--- config.mk ---
export PLATFORM = sky130hd
export DESIGN_NAME = folded_dot_product
export DESIGN_NICKNAME = d
export VERILOG_FILES = /design/src/rtl/dot_pkg.sv /design/src/rtl/adder_tree_layer.sv /design/src/rtl/dot_lane_tree.sv /design/src/rtl/folded_dot_product.sv
export SDC_FILE = /design/constraint.sdc
export NUM_CORES = 1
export LEC_CHECK = 0
export CAP_MARGIN = 15
export CORE_MARGIN = 2
export CORE_UTILIZATION = 34
export CTS_CLUSTER_SIZE = 24
export DETAILED_ROUTE_END_ITERATION = 16
export RECOVER_POWER = 100
export SKIP_CTS_REPAIR_TIMING = 1
export SYNTH_ARGS = -nofsm -noshare
export SYNTH_HDL_FRONTEND = slang
export SYNTH_SLANG_ARGS = --single-unit
--- constraint.sdc ---
create_clock -name clk -period 5.3 [get_ports clk]
set_input_delay 0.795 -clock clk [delete_from_list [all_inputs] [get_ports clk]]
set_output_delay 0.795 -clock clk [all_outputs]
set_load 0.01 [all_outputs]
--- src/rtl/dot_pkg.sv ---
// Shared FSM state, width helpers and the flop macro for the folded dot-product slice.
// Latency: none (declarations only); backpressure: not applicable.
`ifndef DOT_FF_MACRO
`define DOT_FF_MACRO
`define DOT_FF(q, d, rst_val) \
    always_ff @(posedge clk or negedge rst_n) begin \
        if (!rst_n) q <= (rst_val); \
        else        q <= (d); \
    end
`endif

package dot_pkg;

    typedef enum logic [1:0] {
        ST_ACCUM = 2'd0,
        ST_DRAIN = 2'd1,
        ST_DONE  = 2'd2
    } dot_state_t;

    function automatic int term_width(input int jw);
        return jw + 1;
    endfunction

    function automatic int tree_width(input int jw, input int lanes);
        return jw + 1 + $clog2(lanes);
    endfunction

    function automatic int acc_width(input int jw, input int vsize);
        return jw + 1 + $clog2(vsize);
    endfunction

endpackage

--- src/rtl/adder_tree_layer.sv ---
// One layer of a signed pairwise adder tree: N_IN operands in, N_IN/2 sums one bit wider out.
// Latency: combinational; backpressure: none.
module adder_tree_layer #(
    parameter int N_IN = 2,
    parameter int IN_W = 5
) (
    input  logic [N_IN*IN_W-1:0]         in_dat,
    output logic [(N_IN/2)*(IN_W+1)-1:0] out_dat
);

    for (genvar i = 0; i < N_IN / 2; i++) begin : g_pair
        logic signed [IN_W-1:0] a_dat;
        logic signed [IN_W-1:0] b_dat;
        assign a_dat = in_dat[(2*i)*IN_W +: IN_W];
        assign b_dat = in_dat[(2*i+1)*IN_W +: IN_W];
        assign out_dat[i*(IN_W+1) +: IN_W+1] = (IN_W+1)'(a_dat) + (IN_W+1)'(b_dat);
    end

endmodule

--- src/rtl/dot_lane_tree.sv ---
// Forms +/-J terms for one chunk and reduces them exactly through an optionally registered tree.
// Latency: popcount(PIPE_STAGE_MASK) cycles; backpressure: none, the tree never stalls.
module dot_lane_tree
    import dot_pkg::*;
#(
    parameter int                         LANES           = 16,
    parameter int                         J_ELEMENT_WIDTH = 4,
    parameter int                         J_SIGNED        = 0,
    parameter logic [$clog2(LANES)-1:0]   PIPE_STAGE_MASK = '0
) (
    input  logic                                                clk,
    input  logic                                                rst_n,
    input  logic                                                flush,
    input  logic                                                chunk_vld,
    input  logic [LANES-1:0]                                    sigma,
    input  logic [J_ELEMENT_WIDTH-1:0]                          j_dat [0:LANES-1],
    output logic                                                sum_vld,
    output logic signed [tree_width(J_ELEMENT_WIDTH, LANES)-1:0] sum_dat
);

    localparam int W0 = term_width(J_ELEMENT_WIDTH);
    localparam int L  = $clog2(LANES);
    localparam int TW = tree_width(J_ELEMENT_WIDTH, LANES);
    localparam int P  = $countones(PIPE_STAGE_MASK);

    // Bit offset of layer l's output inside the packed stage vector.
    function automatic int stage_off(input int l);
        int o;
        o = 0;
        for (int k = 0; k < l; k++) o += (LANES >> (k + 1)) * (W0 + k + 1);
        return o;
    endfunction

    localparam int TOT = stage_off(L);

    logic [LANES*W0-1:0] terms;
    logic [TOT-1:0]      stage_dat;
    logic [L-1:0]        stage_vld;

    for (genvar n = 0; n < LANES; n++) begin : g_term
        logic signed [W0-1:0] ext;
        if (J_SIGNED != 0) begin : g_sext
            assign ext = {j_dat[n][J_ELEMENT_WIDTH-1], j_dat[n]};
        end else begin : g_zext
            assign ext = {1'b0, j_dat[n]};
        end
        // One spare bit makes -(-2^(Jw-1)) representable.
        assign terms[n*W0 +: W0] = sigma[n] ? ext : -ext;
    end

    for (genvar l = 0; l < L; l++) begin : g_layer
        localparam int N  = LANES >> l;
        localparam int W  = W0 + l;
        localparam int NO = N / 2;
        localparam int OW = W + 1;

        logic [N*W-1:0]   lin_dat;
        logic             lin_vld;
        logic [NO*OW-1:0] sum_l;
        logic [NO*OW-1:0] q_dat;
        logic             q_vld;

        if (l == 0) begin : g_src
            assign lin_dat = terms;
            assign lin_vld = chunk_vld;
        end else begin : g_src
            assign lin_dat = stage_dat[stage_off(l-1) +: N*W];
            assign lin_vld = stage_vld[l-1];
        end

        adder_tree_layer #(.N_IN(N), .IN_W(W)) u_layer (
            .in_dat  (lin_dat),
            .out_dat (sum_l)
        );

        if (PIPE_STAGE_MASK[l]) begin : g_reg
            `DOT_FF(q_dat, sum_l, '0)
            `DOT_FF(q_vld, lin_vld & ~flush, 1'b0)
        end else begin : g_comb
            assign q_dat = sum_l;
            assign q_vld = lin_vld;
        end

        assign stage_dat[stage_off(l) +: NO*OW] = q_dat;
        assign stage_vld[l]                     = q_vld;
    end

    // With no registered layer the clock, reset and flush have no load.
    if (P == 0) begin : g_no_regs
        logic unused_ctl;
        assign unused_ctl = ^{clk, rst_n, flush};
    end

    assign sum_dat = stage_dat[stage_off(L-1) +: TW];
    assign sum_vld = stage_vld[L-1];

endmodule

--- src/rtl/folded_dot_product.sv ---
// Folds a VECTOR_SIZE-element +/-J dot product over LANES-wide chunks into one exact sum.
// Latency: result P+1 cycles after the last chunk; backpressure: in_ready drops from last chunk until res_ready.
module folded_dot_product
    import dot_pkg::*;
#(
    parameter int                        VECTOR_SIZE     = 256,
    parameter int                        LANES           = 16,
    parameter int                        J_ELEMENT_WIDTH = 4,
    parameter int                        J_SIGNED        = 0,
    parameter logic [$clog2(LANES)-1:0]  PIPE_STAGE_MASK = '0,
    parameter int                        RESULT_WIDTH    = (J_ELEMENT_WIDTH + 1) + $clog2(VECTOR_SIZE)
) (
    input  logic                              clk,
    input  logic                              rst_n,
    input  logic                              flush,
    input  logic                              in_valid,
    output logic                              in_ready,
    input  logic [LANES-1:0]                  sigma,
    input  logic [J_ELEMENT_WIDTH-1:0]        J_chunk [0:LANES-1],
    output logic                              res_valid,
    input  logic                              res_ready,
    output logic signed [RESULT_WIDTH-1:0]    dot_out,
    output logic [((VECTOR_SIZE/LANES) > 1 ? $clog2(VECTOR_SIZE/LANES) : 1)-1:0] chunk_idx
);

    localparam int NCH = VECTOR_SIZE / LANES;
    localparam int IW  = (NCH > 1) ? $clog2(NCH) : 1;
    localparam int TW  = tree_width(J_ELEMENT_WIDTH, LANES);
    localparam int AW  = acc_width(J_ELEMENT_WIDTH, VECTOR_SIZE);
    localparam int P   = $countones(PIPE_STAGE_MASK);
    localparam int CW  = $clog2(LANES) + 1;

    if (LANES < 2 || (LANES & (LANES - 1)) != 0) begin : g_bad_lanes
        $fatal(1, "folded_dot_product: LANES must be a power of two >= 2");
    end
    if (VECTOR_SIZE < 2) begin : g_bad_vsize
        $fatal(1, "folded_dot_product: VECTOR_SIZE must be >= 2");
    end
    if ((VECTOR_SIZE % LANES) != 0) begin : g_bad_div
        $fatal(1, "folded_dot_product: LANES must divide VECTOR_SIZE");
    end
    if (RESULT_WIDTH < AW) begin : g_narrow
        $error("folded_dot_product: RESULT_WIDTH is narrower than the exact sum width");
    end

    dot_state_t          state, state_nxt;
    logic signed [AW-1:0] acc, acc_nxt;
    logic [IW-1:0]       idx, idx_nxt;
    logic [CW-1:0]       drain_cnt, drain_nxt;
    logic                accept;
    logic                last_chunk;
    logic                sum_vld;
    logic signed [TW-1:0] sum_dat;

    assign accept     = in_valid && (state == ST_ACCUM);
    assign last_chunk = (idx == IW'(NCH - 1));

    dot_lane_tree #(
        .LANES           (LANES),
        .J_ELEMENT_WIDTH (J_ELEMENT_WIDTH),
        .J_SIGNED        (J_SIGNED),
        .PIPE_STAGE_MASK (PIPE_STAGE_MASK)
    ) u_tree (
        .clk       (clk),
        .rst_n     (rst_n),
        .flush     (flush),
        .chunk_vld (accept),
        .sigma     (sigma),
        .j_dat     (J_chunk),
        .sum_vld   (sum_vld),
        .sum_dat   (sum_dat)
    );

    always_comb begin
        state_nxt = state;
        acc_nxt   = acc;
        idx_nxt   = idx;
        drain_nxt = drain_cnt;
        in_ready  = 1'b0;
        res_valid = 1'b0;

        if (sum_vld) acc_nxt = acc + AW'(sum_dat);

        case (state)
            ST_ACCUM: begin
                in_ready = 1'b1;
                if (accept) begin
                    idx_nxt = last_chunk ? '0 : idx + 1'b1;
                    if (last_chunk) begin
                        if (P == 0) begin
                            state_nxt = ST_DONE;
                        end else begin
                            state_nxt = ST_DRAIN;
                            drain_nxt = CW'(P);
                        end
                    end
                end
            end
            // The last chunk leaves the tree exactly P edges after its handshake.
            ST_DRAIN: begin
                drain_nxt = drain_cnt - 1'b1;
                if (drain_cnt == CW'(1)) state_nxt = ST_DONE;
            end
            ST_DONE: begin
                res_valid = 1'b1;
                if (res_ready) begin
                    state_nxt = ST_ACCUM;
                    acc_nxt   = '0;
                end
            end
            default: state_nxt = ST_ACCUM;
        endcase

        if (flush) begin
            state_nxt = ST_ACCUM;
            acc_nxt   = '0;
            idx_nxt   = '0;
            drain_nxt = '0;
        end
    end

    `DOT_FF(state, state_nxt, ST_ACCUM)
    `DOT_FF(acc, acc_nxt, '0)
    `DOT_FF(idx, idx_nxt, '0)
    `DOT_FF(drain_cnt, drain_nxt, '0)

    assign dot_out   = RESULT_WIDTH'(acc);
    assign chunk_idx = idx;

endmodule

==> results.toml <==
[sta]
slew_headroom_pct = 43.1
worst_setup_slack_after_layout_ns = -0.739
max_slew.worst_pin.slew_ns = 0.851
min_period_ns = 6.04
timing.fmax_ghz = 0.166
whs_ns = 0.559
number_of_hold_violations_in_the_final_report = 0
skew_ns = 0.00397
rsz0062_at_grt = "true"
timing.final.crit_share_pct = 114
drv_slew = 0
timing.final.setup_violations = 10

[die]
design.portCount = 104
placement_rows = 44
die_w_um = 127
die_h_um = 127
design.core.area_um2 = 14600
dieArea_um2 = 16100
floorplan.initialDensity_pct = 35.1

[global_route]
global_route_wire_length_before_repair_um = 22400
maximum_number_of_pins_on_one_net_before_global_route_repair = 19
grt_pass1_vias = 4714
globalRouteTotalUtil_pct = 17.0
antenna_found_initial = 0
gr-total-overflow = 0

[detailed_routing]
detailedRoute.firstPassIterationCount = 4
post_drt_antenna_nets = 0
drt_iter0_drc = 119
post_drt_via_cell_ratio = 4.62
via_count = 4228
drcViolationCount = 0
detail_route.wirelength_um = 13500
avgRoutedWirePerCell_um = 14.7

[synth]
postSynthNetCount = 773
synth.yosys.seq_area_share_pct = 8.75
synth_cells = 539
syn-cell-area_um2 = 5150
count_of_distinct_cell_types_in_the_synthesized_netlist = 32
ys_seq_elements = 18
syn_avg_cell_area_um2 = 9.55
ys.warnings.count = 0

[placement]
placement.io_buffers = 103
dpl-instance-area_um2 = 7220
hpwlAfterDp_um = 11800
place.gp.congestion = 0.864
numPlacedInstances = 899

[critical_path]
startpoint_type = "input pin"
critical_path.top_delay_family = "adder cells"
critical_path.max_fanout = 2
worstPathBufferInverterCount = 4
critical_path.endpoint_type = "flop"
worstPathArrival_ns = 6.23
reg2reg_setup_slack_ns = 0.04
worst_path_max_delay_cell = "sky130_fd_sc_hd__fa_1"
crit_path_start = "J_chunk[48]"
worst_r2r_startpoint = "dot_out[3]"
timing.setup.critical_path_class = "input pin to flop"
cp-endpoint = "dot_out[9]"
worst_path_most_repeated_cell = "sky130_fd_sc_hd__fa_1"
critical_path.reg2reg.endpoint = "dot_out[9]"
path_cells = "buf_6 -> buf_6 -> nor3_4 -> nor2_2 -> xor2_2 -> fa_1 -> fa_1 -> fa_1 -> fa_1 -> fa_1 -> inv_2 -> fa_1 -> inv_2 -> ha_4 -> a21o_1 -> a21o_1 -> a2111oi_4 -> o21ai_2 -> or4_1 -> nand3_1"
timing.critical_path.depth = 20
cp_slowest_stage_delay_ns = 0.59
number_of_cells_traversed_by_the_worst_register_to_register_path = 15
cp.required_ns = 5.49

[clock_tree]
tritoncts = "done"
cts-root-to-sink-buffers = 2
numClockSinks = 18
ctsHtreeMaxLevel = 1
cts.reportedPaths.clkPinSlew_ns = 0.06
numCtsBuffers = 3
worst_skew_pair.late_latency_ns = 0.25
cts_root_buffer = "sky130_fd_sc_hd__clkbuf_16"

[flow_run]
maxCapViolCount = 0

[final_layout]
diodes = 0
mostFrequentLayoutCell = "sky130_fd_sc_hd__inv_1"
area.growth.synth_to_final_pct = 52.5
design.final.nets = 967
mostFrequentLayoutCells = "sky130_fd_sc_hd__inv_1, sky130_fd_sc_hd__fa_1, sky130_fd_sc_hd__buf_4, sky130_fd_sc_hd__dlymetal6s2s_1, sky130_fd_sc_hd__nor2_1"
final_cells = 916
final_area_um2 = 7850
drive_above_1_share_pct = 33.6

[status]
violations = "negative setup slack"
result_of_the_run = "complete, but fails checks"

[hold_path]
hold_path.class = "flop to flop"
-- cell families (layout without fill, tap and decap cells) --
family	count (synthesis)	after routing	synth area share, %
and+or+nand+nor	113	113	9.63
DFF	18	18	8.75
buffers and inverters	138	331	10.1
AOI/OAI and AO/OA	55	55	6.78
adders and majority gates	149	149	52.7
xor gates and xnor gates	50	50	8.78
muxes	16	16	3.28
-- per-layer routing --
layer,track usage (%),up-vias,wire length (um),share of wire (%)
li1,-,2026,-,-
met1,23.0,2110,5710,42
met2,31.2,88,7240,54
met3,1.38,4,498,3.7
met4,1.03,0,25,0.19
met5,0,-,0,0
-- worst min-delay path, cell delays in order, from the launching register on --
cell,delay [ns]
sky130_fd_sc_hd__dfrtp_1,0.40
sky130_fd_sc_hd__nand2_1,0.07
sky130_fd_sc_hd__a21oi_1,0.05
-- cell type report --
cell class	count	area, um^2
multi-input combinational	383	4760
timing repair buffer	193	1790
inverter	134	533
tap	184	230
fill	1263	6800
clock buffer	4	88.8
sequential	18	450
-- registers in the layout, indices dropped and copies added, names as in the netlist --
register   count
dot_out       13
chunk_idx      4
state          1
-- cells in the mapped netlist (all sizes together) --
| master | instances | area (um^2) |
|---|---|---|
| a211oi | 1 | 7.51 |
| a2111oi | 2 | 36.3 |
| nor2b | 1 | 6.26 |
| xor2 | 27 | 236 |
| nand4 | 2 | 12.5 |
| mux2 | 7 | 78.8 |
| nand2 | 21 | 78.8 |
| or3 | 3 | 18.8 |
| nand2b | 1 | 6.26 |
| dfrtp | 18 | 450 |
| a21oi | 26 | 130 |
| ha | 36 | 450 |
| xnor2 | 22 | 193 |
| o21a | 1 | 7.51 |
| clkbuf | 4 | 15.0 |
| and4 | 1 | 8.76 |
| xnor3 | 1 | 22.5 |
| mux2i | 9 | 90.1 |
| fa | 113 | 2260 |
| o31ai | 1 | 7.51 |
| nor3b | 1 | 7.51 |
| and3 | 1 | 6.26 |
| o21ai | 8 | 40.0 |
| a21o | 16 | 120 |
| or4 | 1 | 7.51 |
| inv | 134 | 503 |
| nor2 | 52 | 195 |
| nor3 | 19 | 95.1 |
| nand3b | 1 | 7.51 |
| nand3 | 9 | 45.0 |
-- through the flow --
step / util, % / TNS, ns / setup slack, ns
after global routing: 53.6 / -7.03 / -0.938
after global placement: 49.3 / -11.03 / -1.29
final: 53.6 / -5.08 / -0.739
after CTS: 49.9 / -8.90 / -1.13
after floorplan: - / -2.37 / -0.501
after detailed placement: 49.3 / -11.53 / -1.37
-- worst min path at each step --
stage,depth (start not counted),from,end
finish,2,dot_out[5],dot_out[5]
global route,2,dot_out[5],dot_out[5]
CTS,2,dot_out[5],dot_out[5]
detailed placement,2,dot_out[5],dot_out[5]
global placement,2,dot_out[5],dot_out[5]
floorplan,0,rst_n,chunk_idx[0]
Power is not shown: default switching activity piles up to over one toggle a cycle in this logic, so the estimate is an artifact.
